[src/rtl/systolic_tile_scheduler.sv]
// Walks the DIM x DIM output-tile grid of one C = A*W job, issuing one tile command at a time
// to the array core and returning a single host response with the executed tile count.
module systolic_tile_scheduler #(
   parameter int SYSTOLIC_ARRAY_DIM = 8,
   parameter int DATA_WIDTH_BITS    = 16,
   parameter int TILE_CNT_BITS      = 16
) (
   input  logic                         clock,
   input  logic                         areset,
   input  logic                         host_cmd_valid,
   output logic                         host_cmd_ready,
   input  logic [63:0]                  host_cmd_act_addr,
   input  logic [63:0]                  host_cmd_wgt_addr,
   input  logic [63:0]                  host_cmd_out_addr,
   input  logic [TILE_CNT_BITS-1:0]     host_cmd_row_tiles,
   input  logic [TILE_CNT_BITS-1:0]     host_cmd_col_tiles,
   input  logic [19:0]                  host_cmd_inner_dimension,
   output logic                         host_resp_valid,
   input  logic                         host_resp_ready,
   output logic [2*TILE_CNT_BITS-1:0]   host_resp_tiles,
   output logic                         core_cmd_valid,
   input  logic                         core_cmd_ready,
   output logic [63:0]                  core_cmd_act_addr,
   output logic [63:0]                  core_cmd_wgt_addr,
   output logic [63:0]                  core_cmd_out_addr,
   output logic [19:0]                  core_cmd_inner_dimension,
   input  logic                         core_resp_valid,
   output logic                         core_resp_ready,
   output logic                         busy
);

   localparam int BYTES = DATA_WIDTH_BITS / 8;
   localparam logic [63:0] DIM_BYTES = 64'(SYSTOLIC_ARRAY_DIM * BYTES);
   localparam logic [63:0] OSTRIDE   = 64'(SYSTOLIC_ARRAY_DIM * SYSTOLIC_ARRAY_DIM * BYTES);
   localparam logic [TILE_CNT_BITS-1:0]   T_ZERO   = TILE_CNT_BITS'(0);
   localparam logic [TILE_CNT_BITS-1:0]   T_ONE    = TILE_CNT_BITS'(1);
   localparam logic [2*TILE_CNT_BITS-1:0] DONE_ONE = (2*TILE_CNT_BITS)'(1);

   typedef enum logic [1:0] {
      S_IDLE  = 2'd0,
      S_ISSUE = 2'd1,
      S_WAIT  = 2'd2,
      S_RESP  = 2'd3
   } state_t;

   state_t state_r;
   state_t next_state;

   logic host_cmd_ready_r, host_resp_valid_r, core_cmd_valid_r, core_resp_ready_r, busy_r;
   logic host_cmd_ready_n, host_resp_valid_n, core_cmd_valid_n, core_resp_ready_n, busy_n;

   logic [63:0]                act_r, wgt_r, out_r, wgt_base_r, stride_r;
   logic [TILE_CNT_BITS-1:0]   rows_r, cols_r, i_r, j_r;
   logic [19:0]                k_r;
   logic [2*TILE_CNT_BITS-1:0] done_r;

   logic host_fire, core_cmd_fire, core_resp_fire, empty_cmd, last_col, last_tile;

   // Fires are qualified by the registered handshake outputs so nothing is taken while they read 0.
   assign host_fire      = host_cmd_ready_r && host_cmd_valid;
   assign core_cmd_fire  = core_cmd_valid_r && core_cmd_ready;
   assign core_resp_fire = core_resp_ready_r && core_resp_valid;
   assign empty_cmd      = (host_cmd_row_tiles == T_ZERO) || (host_cmd_col_tiles == T_ZERO) ||
                           (host_cmd_inner_dimension == 20'd0);
   assign last_col       = (j_r == cols_r - T_ONE);
   assign last_tile      = last_col && (i_r == rows_r - T_ONE);

   // State register
   always_ff @(posedge clock or posedge areset) begin
      if (areset) begin
         state_r <= S_IDLE;
      end else begin
         state_r <= next_state;
      end
   end

   // Next-state decode
   always_comb begin
      next_state = state_r;
      case (state_r)
         S_IDLE: begin
            if (host_fire) begin
               next_state = empty_cmd ? S_RESP : S_ISSUE;
            end else begin
               next_state = S_IDLE;
            end
         end
         S_ISSUE: begin
            if (core_cmd_fire) begin
               next_state = S_WAIT;
            end else begin
               next_state = S_ISSUE;
            end
         end
         S_WAIT: begin
            if (core_resp_fire) begin
               next_state = last_tile ? S_RESP : S_ISSUE;
            end else begin
               next_state = S_WAIT;
            end
         end
         S_RESP: begin
            if (host_resp_ready) begin
               next_state = S_IDLE;
            end else begin
               next_state = S_RESP;
            end
         end
         default: next_state = S_IDLE;
      endcase
   end

   // Output decode from the next state, so the registered outputs line up with the state register
   always_comb begin
      host_cmd_ready_n  = 1'b0;
      host_resp_valid_n = 1'b0;
      core_cmd_valid_n  = 1'b0;
      core_resp_ready_n = 1'b0;
      busy_n            = 1'b1;
      case (next_state)
         S_IDLE: begin
            host_cmd_ready_n = 1'b1;
            busy_n           = 1'b0;
         end
         S_ISSUE: core_cmd_valid_n  = 1'b1;
         S_WAIT:  core_resp_ready_n = 1'b1;
         S_RESP:  host_resp_valid_n = 1'b1;
         default: busy_n = 1'b0;
      endcase
   end

   // Output register; everything reads 0 while areset is held
   always_ff @(posedge clock or posedge areset) begin
      if (areset) begin
         host_cmd_ready_r  <= 1'b0;
         host_resp_valid_r <= 1'b0;
         core_cmd_valid_r  <= 1'b0;
         core_resp_ready_r <= 1'b0;
         busy_r            <= 1'b0;
      end else begin
         host_cmd_ready_r  <= host_cmd_ready_n;
         host_resp_valid_r <= host_resp_valid_n;
         core_cmd_valid_r  <= core_cmd_valid_n;
         core_resp_ready_r <= core_resp_ready_n;
         busy_r            <= busy_n;
      end
   end

   // Job latch and incremental tile walk (columns inner, rows outer)
   always_ff @(posedge clock or posedge areset) begin
      if (areset) begin
         act_r      <= 64'd0;
         wgt_r      <= 64'd0;
         out_r      <= 64'd0;
         wgt_base_r <= 64'd0;
         stride_r   <= 64'd0;
         rows_r     <= T_ZERO;
         cols_r     <= T_ZERO;
         i_r        <= T_ZERO;
         j_r        <= T_ZERO;
         k_r        <= 20'd0;
         done_r     <= '0;
      end else if (host_fire) begin
         act_r      <= host_cmd_act_addr;
         wgt_r      <= host_cmd_wgt_addr;
         out_r      <= host_cmd_out_addr;
         wgt_base_r <= host_cmd_wgt_addr;
         stride_r   <= DIM_BYTES * 64'(host_cmd_inner_dimension);
         rows_r     <= host_cmd_row_tiles;
         cols_r     <= host_cmd_col_tiles;
         i_r        <= T_ZERO;
         j_r        <= T_ZERO;
         k_r        <= host_cmd_inner_dimension;
         done_r     <= '0;
      end else if (core_resp_fire) begin
         done_r <= done_r + DONE_ONE;
         if (last_tile) begin
            j_r <= j_r;
         end else if (!last_col) begin
            j_r   <= j_r + T_ONE;
            wgt_r <= wgt_r + stride_r;
            out_r <= out_r + OSTRIDE;
         end else begin
            j_r   <= T_ZERO;
            i_r   <= i_r + T_ONE;
            wgt_r <= wgt_base_r;
            act_r <= act_r + stride_r;
            out_r <= out_r + OSTRIDE;
         end
      end else begin
         done_r <= done_r;
      end
   end

   assign host_cmd_ready           = host_cmd_ready_r;
   assign host_resp_valid          = host_resp_valid_r;
   assign host_resp_tiles          = done_r;
   assign core_cmd_valid           = core_cmd_valid_r;
   assign core_cmd_act_addr        = act_r;
   assign core_cmd_wgt_addr        = wgt_r;
   assign core_cmd_out_addr        = out_r;
   assign core_cmd_inner_dimension = k_r;
   assign core_resp_ready          = core_resp_ready_r;
   assign busy                     = busy_r;

endmodule

[config.mk]
export PLATFORM = sky130hd
export DESIGN_NAME = systolic_tile_scheduler
export DESIGN_NICKNAME = d
export VERILOG_FILES = /design/src/rtl/systolic_tile_scheduler.sv
export SDC_FILE = /design/constraint.sdc
export NUM_CORES = 1
export LEC_CHECK = 0
export ABC_AREA = 1
export BUFFER_PORTS_ARGS = -buffer_cell sky130_fd_sc_hd__clkbuf_2
export CELL_PAD_IN_SITES_DETAIL_PLACEMENT = 1
export CELL_PAD_IN_SITES_GLOBAL_PLACEMENT = 1
export CORE_MARGIN = 5
export CORE_UTILIZATION = 40
export CTS_CLUSTER_DIAMETER = 60
export CTS_CLUSTER_SIZE = 8
export DETAILED_ROUTE_END_ITERATION = 12
export PLACE_DENSITY = 0.78
export SLEW_MARGIN = 25
export SYNTH_ARGS = -nofsm -noshare
export SYNTH_HDL_FRONTEND = slang
export SYNTH_SLANG_ARGS = --single-unit
[constraint.sdc]
create_clock -name clock -period 14.6 [get_ports clock]
set_input_delay 2.19 -clock clock [delete_from_list [all_inputs] [get_ports clock]]
set_output_delay 2.19 -clock clock [all_outputs]
set_load 0.01 [all_outputs]
Word-level counts from Yosys, hierarchy flattened. Index checks and enable logic that the tools add are counted.

Add/sub/neg operators: 8. Eq/ne operators: 9. Mux-type cells: 33. Reductions and logical operators: 15.

Operators with widths (count): $mux 64 (11); $add 64x24->64 (2); $mux 16 (8); $add 64x8->64 const B (1); $mux 32 (2); $add 16x1->16 const B (2); $add 32x1->32 const B (1); $eq 16x16->1 (2); $logic_not 16->1 (2); $sub 16x1->16 const B (2); $logic_not 20->1 (1); $mux 2 (6); $eq 2x2->1 const B (4); $pmux 2 s4 (1); $mux 1 (5); $eq 2x1->1 const B (2); $logic_and 1x1->1 (4); $logic_not 2->1 (2); $reduce_bool 2->1 (2); $reduce_and 3->1 (1); $logic_or 1x1->1 (2); $ne 2x2->1 const B (1); $reduce_and 2->1 (1).

Flip-flop bits (word level): 379. Input bits: 250. Output and inout bits: 249.

Longest topological paths before layout.
Word-level depth: 8. Depth in mapped cells: 19. Mapped depth without buffers: 18.

Least setup slack after synthesis. Ideal clock, no wire load.

Path type: input port to flip-flop. From: in host_cmd_valid. To: reg cols_r[10]. Setup time: 0.066 ns. Arrival: 3.500 ns. Data required time: 14.534 ns. Setup slack: 11.035 ns. Stages on the path: 7. Buffers on the path: 3. Cells stage by stage: nand2_1 > clkinv_1 > clkbuf_1 > clkbuf_1 > buf_1 > nand2_1 > nand2_1.

Word-level cells in the longest chain between the ends: 1.

RTL lines: start, declared (RTL line 10) `input logic host_cmd_valid,`; $logic_and 1x1->1 (RTL line 60) `assign host_fire = host_cmd_ready_r && host_cmd_valid;`; end signal, assigned (RTL line 170) `cols_r <= host_cmd_col_tiles;`; end, declared (RTL line 53) `logic [TILE_CNT_BITS-1:0] rows_r, cols_r, i_r, j_r;`.

Every way passes these cells. A chain may end at the register's enable or synchronous reset.

Worst setup path after layout.
From: in host_cmd_valid. To: reg wgt_r[1], in the netlist core_cmd_wgt_addr[1].

Word-level cells in the longest chain between the ends: 3.

RTL lines: $logic_and 1x1->1 (*) (RTL line 60); $ne 2x2->1 (no line) / $reduce_bool 2->1 (equally long branches); $reduce_and 2->1 (no line); end signal, assigned (RTL line 165) `wgt_r <= host_cmd_wgt_addr;`; end signal, assigned (RTL line 181) `wgt_r <= wgt_r + stride_r;`; end signal, assigned (RTL line 186) `wgt_r <= wgt_base_r;`; end, declared (RTL line 52) `logic [63:0] act_r, wgt_r, out_r, wgt_base_r, stride_r;`.

Every way passes the cells marked *; elsewhere a longest branch is shown, timed or not.

==> metrics.txt <==
post-synthesis compound-gate area fraction 0.0643; Final GP Congestion 0.937; crit path from host_cmd_valid; multiplexer share of the synthesized area 0; Unique masters post-synth 44; post-DP HPWL approximately 86000 microns; Post-Route Setup TNS 0 ns; crit path kind in -> reg; EDFF count, synth 0; Syn Inst Count 4186; final WL 114000 microns; combinational power share 0.491; crit path max fanout 101; async set-reset flop share out of synthesis 1.00; CP Data Arrival Time 5.57 ns; top cell type's share of synthesized area 0.354; GRT Total Usage 0.306; top post-synthesis cells by area dfrtp_1 35%, nand2_1 24%, nand3_1 7.8%; pin count of the biggest net entering global routing about 150; PD cells 200 nW/um^2; drt initial violations 2326; via count 30000; Starting Density 0.405; Slew Viols, Final 0; post-cts resize count 0; worst-case vdd ir drop 0.118 mV; FF+latch count, synth about 380; footprint of the multi-input gates 15200 sq um; Fin Clk Skew 0.0233 ns; Leak 16.7 nW; Hold/Removal Path Class reg -> reg; first-pass GRT wire length around 180000 microns; number of setup buffers added after CTS 0; Port Buffers roughly 500; min Tclk post-route 5.02 ns; Slew HR 0.295; Die X around 270 microns; Max Cap Viol 0; status complete, no violations; Clock Sink Count 379; maximum clock insertion buffer count 3; Post-CTS Hold Buffers 0; Critical Path RT 15.15 ns; Post-synth top flop dfrtp_1; clock latency on the worst-skew pair 0.64 ns; via-per-instance ratio 5.45; CTS tree done; # DRC 0; nets 4919; Sw Share 0.500; final setup violation count 0; Critical Path End Type register; IO Pins 499; fmax 199 MHz; Seq pwr share 0.317; final period utilization 0.344; initial antenna violation count 6; leading area contributor after synthesis dfrtp_1; syn nets 4484; NetSw 0.00315 W; H-tree depth 2; die area between 70000 and 80000 sq um; Root Buffer clkbuf_16; mean post-synth cell area 6.40 sq um; share of layout cells above drive strength 1 0.141; Final Hold Fails 0; Placed Cells 5427; Synth Area in Simple Gates 0.441; row count 94; # fillers 9037; Reg2Reg Launch Point cols_r[0]$_DFFE_PP0P_; Synth Area in XOR/XNOR 0.0379; Final Core Density 0.476; mapped cell area between 20000 and 30000 sq um; register area share after synthesis 0.354; global route overflow 0; crit start category input port; vias in the first global route 30200; worst hold start wgt_base_r[52]$_DFFE_PP0P_; mean routed wirelength per cell 20.7 microns; Clk pwr share 0.193; unrepaired setup endpoints after global routing false; chip height 269 microns; CTS Buf Count 56; Adder-Cell Fraction of Synth Area 0.0230; internal power around 0.0031 W; largest family of logic cells by synthesized area simple AND/OR/NAND/NOR gates; Area Growth Syn to Fin 17.5%; most common cell after layout, fill and taps aside nand2_1; antenna viol nets, final 0; first drt pass iteration count 6; Worst-Margin Slew approximately 1.1 ns; yosys warns 0; Reg clk slew, reported paths ~0.05 ns; Non-Filler Instances around 5500; commonest non-fill, non-tap cells in the layout 1742 x nand2_1, 498 x clkbuf_2, 418 x nand3_1; core area 66100 sq um; Sequential Area 9480 sq um
## cell type report
type                    count  share of cell area
diodes                      4            0.000318
clock buffers              61              0.0464
clock inverters             7             0.00318
inverters                 392              0.0472
multi-input cells        3276               0.483
flip-flops and latches    379               0.301
well taps                 864              0.0343
repair buffers            516              0.0844
## critical path, cell delays in order
cell and delay [ns]:
clkbuf_2 0.10, nand2_4 0.62, buf_12 0.50, nand2_4 0.71, nand2_4 0.98, nand2_1 0.14
nand2_1 0.11
## worst paths after layout
kind                                                      to  slack [ns]  cells past startpoint
hold / removal                    wgt_base_r[52]$_DFFE_PP0P_        0.47                      2
setup reg to reg           core_cmd_out_addr[58]$_DFFE_PP0P_       10.49                     17
max in group asynchronous         wgt_base_r[19]$_DFFE_PP0P_       11.44                      3
min in group asynchronous              cols_r[9]$_DFFE_PP0P_        1.65                      2
hold reg to reg                   wgt_base_r[52]$_DFFE_PP0P_        0.47                      2
setup / recovery            core_cmd_wgt_addr[1]$_DFFE_PP0P_        9.58                      7
## power groups by stage
| stage | Sequential, W | Clock, W | Combinational, W |
|---|---|---|---|
| after floorplan | 0.00188 | 0 | 0.00199 |
| after global placement | 0.00199 | 0 | 0.00298 |
| after detailed placement | 0.00199 | 0 | 0.00307 |
| after CTS | 0.00198 | 0.00123 | 0.00310 |
| after global routing | 0.00204 | 0.00128 | 0.00348 |
| final | 0.00199 | 0.00121 | 0.00309 |
## state kept, by name (all words and copies together), names as in the netlist
name and cells:
state_r 2, host_cmd_ready 1, core_cmd_inner_dimension 20, busy 1, core_resp_ready 1, core_cmd_valid 1, rows_r 16, core_cmd_act_addr 64
core_cmd_wgt_addr 64, wgt_base_r 64, host_resp_valid 1, cols_r 16, core_cmd_out_addr 64, host_resp_tiles 32, j_r 16, i_r 16
## Yosys cell counts (14+ instances only)
cell type,n
nor3_1,92
or2_2,17
dfrtp_1,379
buf_6,14
nor4_1,38
nand3_1,418
o21ai_1,25
o21ai_2,24
ha_1,46
nand4_1,100
nor2_1,325
nand3b_1,28
o21ai_0,142
nand2_1,1745
xor2_1,87
clkbuf_1,83
a21oi_1,79
buf_2,31
inv_1,389
xnor2_1,29
## kinds of logic after synthesis
family,Yosys count
XOR/XNOR,116
flip-flops,379
buffers and inverters,531
AND/OR/NAND/NOR,2804
AO/OA/AOI/OAI,308
adder cells (fa/ha/maj),48
## per-stage QoR
stage | area, sq um | hold slack, ns | worst slack, ns | power [W]
3_3_place_gp | 29900 | 0.455 | 9.08 | 0.00497
6_report | 31500 | 0.472 | 9.58 | 0.00630
2_1_floorplan | 26800 | 0.439 | 1.88 | 0.00387
5_1_grt | 31500 | 0.490 | 9.35 | 0.00681
3_5_place_dp | 29900 | 0.460 | 9.01 | 0.00507
4_1_cts | 31500 | 0.478 | 9.67 | 0.00632
## metal layers
layer	GRT usage	part of all wire	vias up
li1	-	-	14200
met1	0.430	0.45	14600
met2	0.489	0.45	955
met3	0.0556	0.069	161
met4	0.0810	0.027	6
met5	0	0.00028	-
Note: power is estimated with default switching activity, not from simulation.
